`config.mk`:
```
export PLATFORM = sky130hd
export DESIGN_NAME = rotary_decoder
export DESIGN_NICKNAME = d
export VERILOG_FILES = /design/src/rtl/rotary_pkg.sv /design/src/rtl/debounce_filter.sv /design/src/rtl/rotary_decoder.sv
export SDC_FILE = /design/constraint.sdc
export NUM_CORES = 1
export LEC_CHECK = 0
export ABC_AREA = 0
export CAP_MARGIN = 15
export CORE_MARGIN = 2
export CORE_UTILIZATION = 55
export DETAILED_ROUTE_END_ITERATION = 6
export GPL_TIMING_DRIVEN = 0
export PLACE_DENSITY = 0.76
export RECOVER_POWER = 50
export SYNTH_ARGS = -nofsm -noshare
export SYNTH_HDL_FRONTEND = slang
export SYNTH_HIERARCHICAL = 1
export SYNTH_SLANG_ARGS = --single-unit
```
`constraint.sdc`:
```
create_clock -name clock -period 2.63 [get_ports clock]
set_clock_uncertainty 0.1 [all_clocks]
set_input_delay 0.263 -clock clock [delete_from_list [all_inputs] [get_ports clock]]
set_output_delay 0.263 -clock clock [all_outputs]
set_load 0.02 [all_outputs]
```
`src/rtl/rotary_pkg.sv`:
```
// Shared types and constants for the rotary encoder front end.
package rotary_pkg;

    typedef enum logic [2:0] {
        StRest = 3'd0,
        StCw1  = 3'd1,
        StCw2  = 3'd2,
        StCw3  = 3'd3,
        StCcw1 = 3'd4,
        StCcw2 = 3'd5,
        StCcw3 = 3'd6
    } rotary_state_e;

    localparam logic       DIR_CW    = 1'b1;
    localparam logic       DIR_CCW   = 1'b0;
    localparam logic [1:0] REST_CODE = 2'b11;

endpackage

```
`src/rtl/debounce_filter.sv`:
```
// Single-phase debouncer: filtered follows raw once raw has differed for
// DEBOUNCE_CYCLES consecutive samples. Filtered output resets high.
module debounce_filter #(
    parameter int unsigned DEBOUNCE_CYCLES = 16
) (
    input  logic clock,
    input  logic reset_n,
    input  logic raw,
    output logic filtered
);

    localparam int unsigned CNT_W = $clog2(DEBOUNCE_CYCLES);
    localparam logic [CNT_W-1:0] CNT_LAST = CNT_W'(DEBOUNCE_CYCLES - 1);

    logic             filt_q, filt_d;
    logic [CNT_W-1:0] cnt_q, cnt_d;

    always_comb begin
        filt_d = filt_q;
        cnt_d  = '0;
        if (raw != filt_q) begin
            // The edge that would make the count reach DEBOUNCE_CYCLES commits instead.
            if (cnt_q == CNT_LAST) begin
                filt_d = raw;
            end else begin
                cnt_d = cnt_q + CNT_W'(1);
            end
        end
    end

    always_ff @(posedge clock or negedge reset_n) begin
        if (!reset_n) begin
            filt_q <= 1'b1;
            cnt_q  <= '0;
        end else begin
            filt_q <= filt_d;
            cnt_q  <= cnt_d;
        end
    end

    assign filtered = filt_q;

endmodule

```
`src/rtl/rotary_decoder.sv`:
```
// Quadrature detent decoder: debounced A/B -> turned strobe, direction, wrapping position.
// Optional illegal-transition counter enabled by ROTARY_DECODER_ERR_CNT_EN.
module rotary_decoder
    import rotary_pkg::*;
#(
    parameter int unsigned DEBOUNCE_CYCLES = 16,
    parameter int unsigned POS_MAX         = 26,
    parameter int unsigned POS_W           = 5
) (
    input  logic             clock,
    input  logic             reset_n,
    input  logic             enc_a,
    input  logic             enc_b,
    output logic             turned,
    output logic             dir,
    output logic [POS_W-1:0] position
`ifdef ROTARY_DECODER_ERR_CNT_EN
    ,
    output logic [7:0]       err_count
`endif
);

    localparam logic [POS_W-1:0] POS_LAST = POS_W'(POS_MAX - 1);

    logic          fa, fb;
    logic [1:0]    code;
    logic [1:0]    code_q, code_d;
    rotary_state_e state_q, state_d;
    logic          turned_q, turned_d;
    logic          dir_q, dir_d;
    logic [POS_W-1:0] pos_q, pos_d;
    logic          illegal;
    logic          cw_done, ccw_done;

    debounce_filter #(
        .DEBOUNCE_CYCLES(DEBOUNCE_CYCLES)
    ) u_deb_a (
        .clock   (clock),
        .reset_n (reset_n),
        .raw     (enc_a),
        .filtered(fa)
    );

    debounce_filter #(
        .DEBOUNCE_CYCLES(DEBOUNCE_CYCLES)
    ) u_deb_b (
        .clock   (clock),
        .reset_n (reset_n),
        .raw     (enc_b),
        .filtered(fb)
    );

    assign code = {fa, fb};

    // The FSM only reacts when the filtered code changes, so a code that stays
    // illegal in REST is flagged once rather than every cycle.
    always_comb begin
        state_d  = state_q;
        code_d   = code;
        illegal  = 1'b0;
        cw_done  = 1'b0;
        ccw_done = 1'b0;
        if (code != code_q) begin
            unique case (state_q)
                StRest: begin
                    case (code)
                        2'b01:   state_d = StCw1;
                        2'b10:   state_d = StCcw1;
                        2'b00:   illegal = 1'b1;
                        default: ;
                    endcase
                end
                StCw1: begin
                    case (code)
                        2'b00:   state_d = StCw2;
                        2'b10:   illegal = 1'b1;
                        default: state_d = StRest;
                    endcase
                end
                StCw2: begin
                    case (code)
                        2'b10:   state_d = StCw3;
                        2'b01:   state_d = StCw1;
                        default: illegal = 1'b1;
                    endcase
                end
                StCw3: begin
                    case (code)
                        REST_CODE: begin
                            state_d = StRest;
                            cw_done = 1'b1;
                        end
                        2'b00:   state_d = StCw2;
                        default: illegal = 1'b1;
                    endcase
                end
                StCcw1: begin
                    case (code)
                        2'b00:   state_d = StCcw2;
                        2'b01:   illegal = 1'b1;
                        default: state_d = StRest;
                    endcase
                end
                StCcw2: begin
                    case (code)
                        2'b01:   state_d = StCcw3;
                        2'b10:   state_d = StCcw1;
                        default: illegal = 1'b1;
                    endcase
                end
                StCcw3: begin
                    case (code)
                        REST_CODE: begin
                            state_d  = StRest;
                            ccw_done = 1'b1;
                        end
                        2'b00:   state_d = StCcw2;
                        default: illegal = 1'b1;
                    endcase
                end
                default: state_d = StRest;
            endcase
            if (illegal) begin
                state_d = StRest;
            end
        end
    end

    always_comb begin
        turned_d = 1'b0;
        dir_d    = dir_q;
        pos_d    = pos_q;
        if (cw_done) begin
            turned_d = 1'b1;
            dir_d    = DIR_CW;
            pos_d    = (pos_q == POS_LAST) ? '0 : pos_q + POS_W'(1);
        end else if (ccw_done) begin
            turned_d = 1'b1;
            dir_d    = DIR_CCW;
            pos_d    = (pos_q == '0) ? POS_LAST : pos_q - POS_W'(1);
        end
    end

    always_ff @(posedge clock or negedge reset_n) begin
        if (!reset_n) begin
            state_q  <= StRest;
            code_q   <= REST_CODE;
            turned_q <= 1'b0;
            dir_q    <= DIR_CCW;
            pos_q    <= '0;
        end else begin
            state_q  <= state_d;
            code_q   <= code_d;
            turned_q <= turned_d;
            dir_q    <= dir_d;
            pos_q    <= pos_d;
        end
    end

    assign turned   = turned_q;
    assign dir      = dir_q;
    assign position = pos_q;

`ifdef ROTARY_DECODER_ERR_CNT_EN
    logic [7:0] err_q, err_d;

    always_comb begin
        err_d = err_q;
        if (illegal && (err_q != 8'hFF)) begin
            err_d = err_q + 8'd1;
        end
    end

    always_ff @(posedge clock or negedge reset_n) begin
        if (!reset_n) begin
            err_q <= 8'd0;
        end else begin
            err_q <= err_d;
        end
    end

    assign err_count = err_q;
`endif

endmodule

```
-- Word level (Yosys, flattened, before mapping)
Cells that the tools add are included.
- word-level logic and storage cells: 79
- output and inout bits: 7
- input port bits: 4
- register bits after elaboration: 22
- add/sub/neg operators: 4
- reduce and logical (&&, ||, !) cells: 11
- mux-type cells: 33
- eq/ne operators: 22
- operator list (cell ; count):
    3-bit case mux with 2 select lines ; 7
    3-bit case mux with 7 select lines ; 1
    5-bit two-way mux ; 4
    4-bit two-way mux ; 4
    4-bit != test, second input constant ; 4
    1-bit two-way mux ; 15
    3-bit equality test, second input constant ; 3
    4-bit by 1-bit adder with 4-bit output, second input constant ; 2
    4-bit equality test, second input constant ; 2
    8-bit AND reduction ; 1
    2-bit OR reduction ; 4
    3-bit by 2-bit equality test with 1-bit output, second input constant ; 2
    3-bit != test, second input constant ; 2
    5-bit by 1-bit adder with 5-bit output, second input constant ; 1
    5-bit equality test, second input constant ; 1
    5-bit zero test ; 1
    1-bit case mux with 5 select lines ; 1
    5-bit by 1-bit subtractor with 5-bit output, second input constant ; 1
    2-bit equality test, second input constant ; 2
    4-bit by 3-bit != test with 1-bit output, second input constant ; 1
    2-bit AND reduction ; 2
    3-bit by 1-bit equality test with 1-bit output, second input constant ; 1
    3-bit zero test ; 1
    3-bit two-way mux ; 1
    other kinds (5) ; 6

-- Depth between registers and ports, before layout
- depth after elaboration: 7
- mapped depth: 7
- gate-level depth less buffers: 7

-- By module
The synthesis kept the hierarchy.
- by module, submodules not included (module ; cells an instance ; seq. area each (µm²) ; area an instance (µm²) ; instances):
    rotary_decoder ; 109 ; 302.8 ; 1023.5 ; 1
    debounce_filter ; 16 ; 126.4 ; 221.5 ; 2

-- Worst setup path before layout
No wires, ideal clock.
- kind: reg2reg
- from: reg u_deb_a.filt_q, in the netlist u_deb_a/filtered
- to: reg state_q[2]
- data required time: 2.397 ns
- library setup time: 0.133 ns
- buffers on the path: 0
- period minus slack after synthesis: 1.966 ns
- data arrival time: 1.733 ns
- cell stages (with the launch flop): 8
- slack: 0.664 ns
- cell sequence: dfstp_2 > inv_1 > ha_1 > nor3_1 > a21o_1 > a21oi_2 > a32oi_2 > o22ai_1
- cells in the longest elaborated chain, start to end: 7
- elaborated cells on any way between the ends: 27
- those cells by class: 11 x eq/ne; 12 x mux; 4 x reduce/logical
- ends and longest elaborated chain (what ; RTL line ; text):
    start: declaration ; debounce_filter.sv:15 ; logic filt_q, filt_d;
    start signal: assignment ; debounce_filter.sv:36 ; filt_q <= filt_d;
    2-bit equality test, or another cell as far along ; rotary_decoder.sv:88, rotary_decoder.sv:112 ;
    2-bit OR reduction (no line) ; -- ;
    1-bit two-way mux (on tied branches) ; -- ;
    1-bit case mux with 5 select lines ; rotary_decoder.sv:64 ; unique case (state_q)
    1-bit two-way mux ; rotary_decoder.sv:63 ; if (code != code_q) begin
    4-bit != test (no line), or another cell as far along ; -- ;
    8-bit AND reduction (no line) ; -- ;
    end signal: assignment ; rotary_decoder.sv:146 ; state_q <= StRest;
    end signal: assignment ; rotary_decoder.sv:152 ; state_q <= state_d;
    end: declaration ; rotary_decoder.sv:28 ; rotary_state_e state_q, state_d;
Several ways; a longest one is shown, not always the timed one. The select of a mux whose other input is x is not followed.
A chain may end at the register's enable or synchronous reset.

-- Worst setup path in the final report
Same ends and word-level chain as after synthesis.

==> run summary <==
H-Tree Depth: 1
1st-iter DRT viols: 47
Commonest non-fill, non-tap cells in the layout: dfrtp_1 (18), nor2_1 (11), inv_1 (10), ha_1 (9), clkdlybuf4s50_1 (9)
Number of buffers created by CTS: 3
Finished Core Util: 0.659
Worst-path fanout max: 7
Die Ht: 55.6 µm
Peak supply drop: 600 µV
Number of global-route vias before repair: 1092
Dpl cells: 181
Critical Path RT: 2720 ps
RSZ-0062 raised after global routing: false
Flop and latch count out of synthesis: 22
WS Path Type: flip-flop to flip-flop
Yosys top cell area share: 0.307
Die W: 55.6 µm
Non-filler cells, final: 185
Tmin final: 2300 ps
Worst hold path type: flip-flop to flip-flop
Status: complete, no violations
Met2 GRT Util: 0.328
Hold_ws: 401 ps
Core outline area: 0.00250 mm²
GR Util All Layers: 0.192
Worst Max-Slew Pin Slew: 997 ps
CP Capture Type: flip-flop
Setup Buffers After CTS: 0
Hold Path Origin: u_deb_b/cnt_q[0]
First-pass GRT wire length: 4.77 mm
Commonest non-fill, non-tap cell in the layout: dfrtp_1
Synth Flop Type: dfrtp_1
Worst r2r src: u_deb_a/filtered
Drt pass-1 iters: 4
DP Area: 0.00160 mm²
GR Layer Usage met3: 0.0233
LEAKAGE: 0.741 nW
GR Overflow Total: 0
Worst-path clk slew: 130 ps
Slew margin rel.: 0.333
Synth area leader: dfrtp_1
DRT Wirelength: 2.65 mm
Post-Synthesis Net Count: 154
CTS tree: done
YS warnings: 6
Via count: 1102
Reg2reg path depth: 7
Final setup viols: 0
Vias per cell: 5.96
Mapped Cells: 141
Arrival time at the worst endpoint: 2400 ps
Cell area power density: 902 mW/mm²
Post-synthesis cell area: 0.00147 mm²
Largest net degree at the start of global routing: 23
Worst skew pair latency: 310 ps
Final period util: 0.875
Final ANT Viol Nets: 0
Final slew viol count: 0
DRC: 0
Post-synth EDFFs: 0
CP max stage cell: dfstp_1
Async SR Flop Fraction: 1.00
Die ar.: 0.00310 mm²
Syn_area_per_cell: 10.4 µm²
Multi-input logic area: 805 µm²
Hold Violations, Final: 0
Max Root-Sink Buffers: 2
Worst Setup SP: u_deb_a/filtered
CP max stage delay: 710 ps
Register area share after synthesis: 0.379
Fillers: 198
Synth top area cells: dfrtp_1 (31%), ha_1 (7.7%), dfstp_2 (7.2%), buf_6 (3.1%), nor2_1 (2.8%)
Initial antenna violation count: 0
Final Wtd Congestion: 0.812
CTS resizes: 0
DPL Wire Length: 1.92 mm
Register area: 556 µm²
Startpoint Class: flip-flop
Site Rows: 18
# diodes: 0
Initial Util: 0.587
Fmax: 0.434 GHz
Clock Sinks: 22
Wire per inst: 14.3 µm
Post-cts hold buffer count: 0
Share of post-route cells with drive strength above 1: 0.161
Yosys cell types: 46
Post-layout nets: 169
Clock Tree Root: clkbuf_4
Met1 GRT Util: 0.247
Synth-to-Final Area Change: 12.3%
Grt peak-use layer: met2
Number of port buffers: 10
Max-cap violations: 0
CP cell instances: inv_1 -> ha_1 -> nor3_1 -> a21o_1 -> a21oi_2 -> a32oi_2 -> o22ai_1
Final Instance Area: 0.00165 mm²
Top-level port count: 11
Hold depth: 1
Setup_tns: 0 ps
worst paths after layout:
check | to | slack (ps)
worst max-delay path | state_q[2] | 330
max in group asynchronous | u_deb_b/cnt_q[3] | 1380
worst max register to register | state_q[2] | 330
worst min-delay path | u_deb_b/cnt_q[0] | 400
worst min register to register | u_deb_b/cnt_q[0] | 400
min in group asynchronous | state_q[0] | 450
critical path, delay by kind of cell (launching register included):
family	cells	cell delay (ps)
simple gates	1	340
compound gates	4	570
flops	1	710
buf+inv	1	120
fa+ha+maj	1	350
report_power, final:
part,internal [mW],switching (mW)
combinational,0.356,0.384
sequential,0.408,0.0759
clock,0.154,0.107
registers in the layout, summed over array words and instances (netlist names):
name / count
position: 5
state_q: 3
turned: 1
u_deb_b/cnt_q: 4
u_deb_a/cnt_q: 4
dir: 1
code_q: 2
u_deb_b/filtered: 1
u_deb_a/filtered: 1
Yosys cell counts (3+ instances only):
cell	count
a21o_1	4
a21oi_1	4
a31oi_1	5
buf_6	4
dfrtp_1	18
dfstp_2	4
ha_1	9
inv_1	10
mux2i_1	3
nand2_1	5
nand3_1	4
nor2_1	11
nor2b_1	5
nor3b_1	3
o21ai_0	6
o22ai_1	4
xnor2_1	4
per-layer routing:
layer  vias to the layer above  share of wire
li1                        537              -
met1                       539           0.45
met2                        22           0.51
met3                         4          0.033
met4                         0         0.0079
met5                         -              0
cell type report:
| type | instances | share of cell area |
|---|---|---|
| flip-flops and latches | 22 | 0.337 |
| clock inverters | 1 | 0.0182 |
| plain buffers | 6 | 0.0334 |
| multi-input cells | 102 | 0.489 |
| repair buffers | 10 | 0.0608 |
| well taps | 30 | 0.0228 |
| inverters | 11 | 0.0251 |
| clock buffers | 3 | 0.0137 |
metrics by stage:
step           power (mW)  setup WS, ps
3_3_place_gp         1.20           558
2_1_floorplan        1.05           664
6_report             1.49           328
3_5_place_dp         1.23           497
5_1_grt              1.60           185
4_1_cts              1.49           411
logic make-up after synthesis:
family	count (synthesis)	synth area share
AND/OR/NAND/NOR	42	0.189
AO/OA/AOI/OAI	38	0.185
flip-flops	22	0.379
buffers and inverters	17	0.0657
adder cells (fa/ha/maj)	9	0.0768
XOR/XNOR	8	0.0631
multiplexers	5	0.0410
Note: power is estimated with default switching activity, not from simulation.
